===== src/rtl/hazard_pkg.sv =====
// Shared types and helpers for the load-use hazard / stall sequencer block.
package hazard_pkg;

  localparam int unsigned REG_W_DEF = 5;
  localparam logic [REG_W_DEF-1:0] ZERO_REG = '0;

  typedef logic [REG_W_DEF-1:0] reg_idx_t;

  // Counter width that can hold cyc; a zero-length stall still needs one bit.
  function automatic int unsigned stall_cnt_w(int unsigned cyc);
    int unsigned m;
    m = (cyc == 0) ? 1 : cyc;
    return $clog2(m + 1);
  endfunction

endpackage


===== src/rtl/stall_timer.sv =====
// Programmable-length stall counter: a trigger at idle loads CYC, busy while non-zero.
module stall_timer
  import hazard_pkg::*;
#(
  parameter int unsigned CYC = 2
) (
  input  logic clk,
  input  logic rst,
  input  logic clr,
  input  logic trig,
  output logic busy
);

  localparam int unsigned W = stall_cnt_w(CYC);
  localparam logic [W-1:0] LOAD = W'(CYC);

  logic [W-1:0] cnt_q, cnt_d;

  // Triggers while counting are ignored; a trigger on the zero cycle reloads.
  always_comb begin
    cnt_d = cnt_q;
    if (clr) begin
      cnt_d = '0;
    end else if (trig && (cnt_q == '0)) begin
      cnt_d = LOAD;
    end else if (cnt_q != '0) begin
      cnt_d = cnt_q - W'(1);
    end
  end

  always_ff @(posedge clk) begin
    if (rst) begin
      cnt_q <= '0;
    end else begin
      cnt_q <= cnt_d;
    end
  end

  assign busy = (cnt_q != '0);

endmodule


===== src/rtl/hazard_ctrl.sv =====
// Load-use hazard detector and PC/memory stall sequencer with branch-flush priority.
// Optional HAZARD_PERF_CNT_EN adds a saturating stall-cycle counter on stall_cnt.
module hazard_ctrl
  import hazard_pkg::*;
#(
  parameter int unsigned REG_W         = REG_W_DEF,
  parameter int unsigned NUM_SRC       = 2,
  parameter int unsigned MEM_STALL_CYC = 2,
  parameter int unsigned PC_STALL_CYC  = 2
`ifdef HAZARD_PERF_CNT_EN
  ,
  parameter int unsigned CNT_W         = 16
`endif
) (
  input  logic                       clk,
  input  logic                       rst,
  input  logic                       memread_if_id,
  input  logic                       memread_id_ex,
  input  logic                       memwrite_ex_mem,
  input  logic                       regwrite_id_ex,
  input  logic [REG_W-1:0]           dst_reg_id_ex,
  input  logic [NUM_SRC*REG_W-1:0]   src_reg_if_id,
  input  logic [NUM_SRC-1:0]         src_vld_if_id,
  input  logic                       flush_req,
  output logic                       hazard,
  output logic                       stall_pc,
  output logic                       stall_mem,
  output logic                       stall_if_id,
  output logic                       bubble_id_ex,
  output logic                       flush_if_id
`ifdef HAZARD_PERF_CNT_EN
  ,
  output logic [CNT_W-1:0]           stall_cnt
`endif
);

  logic [NUM_SRC-1:0] src_hit;

  for (genvar i = 0; i < NUM_SRC; i++) begin : g_src
    assign src_hit[i] = src_vld_if_id[i] &
                        (src_reg_if_id[i*REG_W +: REG_W] == dst_reg_id_ex);
  end

  always_comb begin
    hazard = ~flush_req & memread_id_ex & regwrite_id_ex &
             (dst_reg_id_ex != REG_W'(ZERO_REG)) & (|src_hit);
    stall_if_id  = hazard | stall_mem;
    bubble_id_ex = hazard;
    flush_if_id  = flush_req;
  end

  // The memory op in flight always completes, so flush never clears this timer.
  stall_timer #(
    .CYC (MEM_STALL_CYC)
  ) u_mem_timer (
    .clk  (clk),
    .rst  (rst),
    .clr  (1'b0),
    .trig (memread_id_ex | memwrite_ex_mem),
    .busy (stall_mem)
  );

  stall_timer #(
    .CYC (PC_STALL_CYC)
  ) u_pc_timer (
    .clk  (clk),
    .rst  (rst),
    .clr  (flush_req),
    .trig (memread_if_id | memread_id_ex),
    .busy (stall_pc)
  );

`ifdef HAZARD_PERF_CNT_EN
  logic [CNT_W-1:0] stall_cnt_q, stall_cnt_d;

  always_comb begin
    stall_cnt_d = stall_cnt_q;
    if (stall_if_id && !(&stall_cnt_q)) begin
      stall_cnt_d = stall_cnt_q + CNT_W'(1);
    end
  end

  always_ff @(posedge clk) begin
    if (rst) begin
      stall_cnt_q <= '0;
    end else begin
      stall_cnt_q <= stall_cnt_d;
    end
  end

  assign stall_cnt = stall_cnt_q;
`endif

endmodule


===== config.mk =====
export PLATFORM = sky130hd
export DESIGN_NAME = hazard_ctrl
export DESIGN_NICKNAME = d
export VERILOG_FILES = /design/src/rtl/hazard_pkg.sv /design/src/rtl/stall_timer.sv /design/src/rtl/hazard_ctrl.sv
export SDC_FILE = /design/constraint.sdc
export NUM_CORES = 1
export LEC_CHECK = 0
export CAP_MARGIN = 20
export CORE_AREA = 2 2 39 41
export CTS_BUF_LIST = sky130_fd_sc_hd__clkbuf_8
export DETAILED_ROUTE_END_ITERATION = 8
export DIE_AREA = 0 0 41 43
export PLACE_DENSITY = 0.7
export SLEW_MARGIN = 10
export SYNTH_ARGS = -nofsm -noshare
export SYNTH_HDL_FRONTEND = slang
export SYNTH_SLANG_ARGS = --single-unit

===== constraint.sdc =====
create_clock -name clk -period 1.44 [get_ports clk]
set_input_delay 0.288 -clock clk [delete_from_list [all_inputs] [get_ports clk]]
set_output_delay 0.288 -clock clk [all_outputs]
set_load 0.03 [all_outputs]

Yosys cells after proc, flatten, opt, wreduce, memory -nomap -nowiden
Cells that the tools add are included.

Add/sub/neg operators: 2. Equal/unequal tests: 2. Mux-type cells: 4. Bitwise logic cells: 10. Reductions and logical operators: 13.

Operator list (number): $eq 5x5->1 (2); $mux 2 (4); $reduce_bool 2->1 (4); $and 1x1->1 (6); $reduce_or 2->1 (3); $reduce_bool 5->1 (1); $logic_not 2->1 (2); $sub 2x1->2 const B (2); $or 1x1->1 (3); $reduce_or 3->1 (1); $logic_and 1x1->1 (2); $not 1->1 (1).

Bits in registers: 4. Output and inout port bits: 6.

Depth between registers and ports, before layout
Gate-level depths: netlist of run 1.

Depth after elaboration: 6. Depth in mapped cells: 5. Depth with buffers taken out: 4.

By module
Synthesis of run 1 repeated with hierarchy kept, for this count alone.

Cell total of the unflattened synthesis: 39. Area, all modules: 341.6 µm².

By module, submodules not included: hazard_ctrl (instances 1, cells an instance 25, area an instance 181.4 µm², seq. area each 0.0 µm²); stall_timer (instances 2, cells an instance 7, area an instance 80.1 µm², seq. area each 40.0 µm²).

Least setup slack after synthesis of run 1
No wires, ideal clock.

Kind: input-to-output. From: in dst_reg_id_ex[3]. To: out hazard. Arrival time: 1.553 ns. Required time: 1.152 ns. Path slack: -0.401 ns. Cell stages on the path: 5. Buffers on the path: 1. Cells stage by stage: xor2_1 > nor4_2 > a32oi_1 > nor2_1 > buf_4.

Cells in the longest elaborated chain, start to end: 4.

Ends and longest elaborated chain: from (decl) (line hazard_ctrl.sv:21) `input logic [REG_W-1:0] dst_reg_id_ex,`; $eq 5x5->1 (line hazard_ctrl.sv:41) `(src_reg_if_id[i*REG_W +: REG_W] == dst_reg_id_ex);`; $and 1x1->1 (line hazard_ctrl.sv:40) `assign src_hit[i] = src_vld_if_id[i] &`; $reduce_or 2->1 (line hazard_ctrl.sv:46) `(dst_reg_id_ex != REG_W'(ZERO_REG)) & (|src_hit);`; $and 1x1->1 (*) (line hazard_ctrl.sv:46); to (decl) (line hazard_ctrl.sv:25) `output logic hazard,`.

Mark *: on every way between the ends. The rest lies on a longest branch, timed or not.

Final worst setup path of run 1
From: in dst_reg_id_ex[1]. To: out stall_if_id.

Cells in the longest elaborated chain, start to end: 5.

Ends and longest elaborated chain: $eq 5x5->1 (line hazard_ctrl.sv:41); $and 1x1->1 (line hazard_ctrl.sv:40); $reduce_or 2->1 (line hazard_ctrl.sv:46); $and 1x1->1 (*) (line hazard_ctrl.sv:46); $or 1x1->1 (*) (line hazard_ctrl.sv:47) `stall_if_id = hazard | stall_mem;`; to (decl) (line hazard_ctrl.sv:28) `output logic stall_if_id,`.

Marks and branches as above.

==> run_results.csv, run 1 <==
group,metric,value,unit
floorplanning,initial_core_util,22.7,%
final_layout,final_net_count,100,
logic_synthesis,synth-async-reset-ratio,0,%
route,route.detailed.vias_per_inst,4.48,
critical_path,regToRegStartpoint,"u_pc_timer.cnt_q[1]",
power,report.power.total,0.556,mW
floorplanning,placement_rows,14,
logic_synthesis,synth_largest_type_area_fraction,25.5,%
grt,initial_antenna_violation_count,0,
clock_tree,buffer_count_from_post_cts_setup_fixing,0,
logic_synthesis,synth_top_cells_by_area,"dfxtp_1 (25%), xor2_1 (22%), nor2_1 (6.0%)",
placement,numPortBuffers,29,
logic_synthesis,synth_enable_flop_cells,0,
floorplanning,fp.dieArea,0.00176,mm²
final_layout,utilization,53.4,%
timing,setup-violations-final,3,
clock_tree,cts_inserted_buffers,3,
final_layout,antenna_cells_inserted,0,
critical_path,critical_path_arrival,1.47,ns
route,dr.first_iter.drc_count,1,
timing,layout_setup_ws,-0.313,ns
logic_synthesis,synthesized_netlist_net_count,62,
critical_path,worst_setup_path_start_kind,"primary input",
critical_path,crit_path_frequent_cell,"buf_6",
logic_synthesis,yosys_register_bits,4,
placement,place.detailed.instances,87,
grt,grt_first_pass_wirelength,1.53,mm
status,violations_in_the_final_reports,"setup timing",
critical_path,slowest_delay,0.33,ns
timing,rsz0062_at_grt,"true",
final_layout,final_cell_mix,"clkdlybuf4s50_1 (9), buf_4 (6), xor2_1 (5), buf_2 (5), buf_6 (5)",
logic_synthesis,syn-instance-count,38,
critical_path,timing.critical_path.to_type,"output pin",
final_layout,multi_input_area,287,µm²
clock_tree,cts_num_sinks,4,
clock_tree,tritoncts,"built",
clock_tree,htree_num_levels,1,
placement,detailed_place_hpwl,758,µm
grt,grt_remaining_overflow,0,
critical_path,worst-setup-path-type,"primary input to output pin",
critical_path,critical_path.cell_chain,"buf_6 -> buf_6 -> xor2_2 -> nor4_4 -> a32oi_4 -> o21ai_2 -> buf_6",
timing,report.final.hold_viol_count,0,
final_layout,stdcell_count,90,
timing,worst_slew_margin_rel,79.8,%
timing,tightestPinTransition,0.304,ns
route,drt-wirelength-per-cell,10.9,µm
floorplanning,die_y,43,µm
power,p_per_area,752,mW/mm²
final_layout,flow.area_growth_from_synthesis,135,%
final_layout,most_common_cell_after_layout_fill_and_taps_aside,"clkdlybuf4s50_1",
route,drcViolationCount,0,
final_layout,seq_area,80.1,µm²
timing,timing.fmax,0.570,GHz
timing,slew_violations,0,
critical_path,startpoint,"dst_reg_id_ex[1]",
critical_path,critical-path-slowest-cell,"nor4_4",
route,vias,403,
critical_path,worst-endpoint-required,1.15,ns
logic_synthesis,ys_seq_area_share,25.5,%
critical_path,critPathMaxFanout,3,
logic_synthesis,syn_area_per_cell,8.26,µm²
logic_synthesis,synthesis.yosys.warnings,0,
min_path,worst_hold_startpoint,"u_pc_timer.cnt_q[0]",
timing,fin_crit,1.75,ns
flow_run,maxCapViolCount,0,
grt,grt_max_degree,5,
clock_tree,holdBufCountCts,0,
clock_tree,cts_root_buffer,"clkbuf_8",
timing,layout_worst_path_cycle_share,122,%
route,wirelength,981,µm
route,detailed_router_iteration_count_before_antenna_repair,2,
clock_tree,clock_tree.buffer_depth,2,
min_path,holdCritPathClass,"flip-flop to flip-flop",
logic_synthesis,netlist_area,314,µm²
logic_synthesis,synth.distinct_cells,20,
logic_synthesis,netlist.top_cell.by_area,"dfxtp_1",
logic_synthesis,synth_top_flop_cell,"dfxtp_1",
power,ir_drop,278,µV
final_layout,final.fill_count,139,
placement,placement.cell_area,663,µm²
floorplanning,die_outline_width,41,µm
placement,finalWeightedCongestion,0.649,
route,antenna_violating_nets_post_route,0,
clock_tree,clock_insertion_delay_worst_skew,0.22,ns
floorplanning,i_o_pin_count,30,
grt,grt_util_all_layers,13.2,%
status,status,"finished with violations",
final_layout,final_design_area_no_fill,739,µm²
grt,via_count_of_the_first_global_routing_pass,439,
clock_tree,clk_pin_slew_worst_paths,0.03,ns
floorplanning,fp.coreArea,0.00138,mm²
final_layout,final_layout_size_suffix_gt1_share,41.9,%
power,leakage,0.309,nW
timing,skew,0.0000818,ns
==> Yosys cell counts (all sizes together) (2+ instances only) <==
cell,instances
a21oi,2
buf,2
dfxtp,4
nand2,2
nor2,5
nor4,2
o21ai,3
xnor2,2
xor2,8
==> path summary, 6_finish.rpt <==
check,endpoint,slack (ns),depth (start not counted)
max,stall_if_id,-0.31,7
min,u_pc_timer.cnt_q[0],0.44,1
max reg2reg,u_pc_timer.cnt_q[1],0.51,4
min reg2reg,u_pc_timer.cnt_q[0],0.44,1
==> where the power goes <==
| part | internal [mW] | switching, mW | leakage, nW |
|---|---|---|---|
| registers | 0.119 | 0.00438 | 0.0329 |
| clock network | 0.178 | 0.0587 | 0.0216 |
| logic | 0.105 | 0.0904 | 0.254 |
| total | 0.402 | 0.154 | 0.309 |
==> metrics by stage <==
stage | setup TNS, ns | hold WS, ns | worst slack, ns
floorplan | -0.228 | 0.357 | -0.137
global placement | -1.80 | 0.425 | -0.618
detailed placement | -1.84 | 0.433 | -0.642
CTS | -0.779 | 0.437 | -0.281
global route | -0.978 | 0.463 | -0.364
finish | -0.838 | 0.436 | -0.313
==> worst max-delay path, delay by kind of cell <==
kind | cells | cell delay, ns
XOR/XNOR | 1 | 0.15
AND/OR/NAND/NOR | 1 | 0.33
buffers and inverters | 3 | 0.35
AO/OA/AOI/OAI | 2 | 0.35
==> flip-flops by register name, summed over array words and instances, names as in the netlist <==
name	count
u_pc_timer.cnt_q	2
u_mem_timer.cnt_q	2
==> cell families (layout without fill, tap and decap cells) <==
logic type	count (synthesis)	in the layout	synth area share [%]
AND/OR/NAND/NOR	15	15	28.7
buffers and inverters	3	39	5.97
flip-flops	4	4	25.5
AO/OA/AOI/OAI	6	6	12.0
XOR/XNOR	10	10	27.9
==> final cells by class <==
type,instances,share of cell area [%]
multi-input cells,31,38.7
repair buffers,35,41.6
clock buffers,3,5.58
well taps,16,2.71
inverters,1,0.508
flip-flops and latches,4,10.8
==> per-layer routing <==
layer | global-route usage, % | vias to the layer above | wire [µm]
met5 | 0 | - | 0
met3 | 2.09 | 2 | 84
met1 | 11.0 | 178 | 283
met4 | 10.0 | 0 | 15
li1 | - | 200 | -
met2 | 24.4 | 23 | 597
==> what timing repair did <==
| item | in CTS | in global routing |
|---|---|---|
| pin swaps | 9 | 5 |
| gates resized for setup | 49 | 6 |
| hold endpoints to repair | 0 | 0 |
| endpoints found under the setup margin | 5 | 3 |
No activity file was read; power rests on OpenSTA's default activity.
==> run 2: changes to the inputs <==
--- a/config.mk
+++ b/config.mk
@@ -8,6 +8,7 @@
 export CAP_MARGIN = 20
 export CORE_AREA = 2 2 39 41
 export CTS_BUF_LIST = sky130_fd_sc_hd__clkbuf_8
+export CTS_CLUSTER_SIZE = 20
 export DETAILED_ROUTE_END_ITERATION = 8
 export DIE_AREA = 0 0 41 43
 export PLACE_DENSITY = 0.7
==> results of run 2 <==
No change in the layout: final DEF, timing and power equal those of run 1.
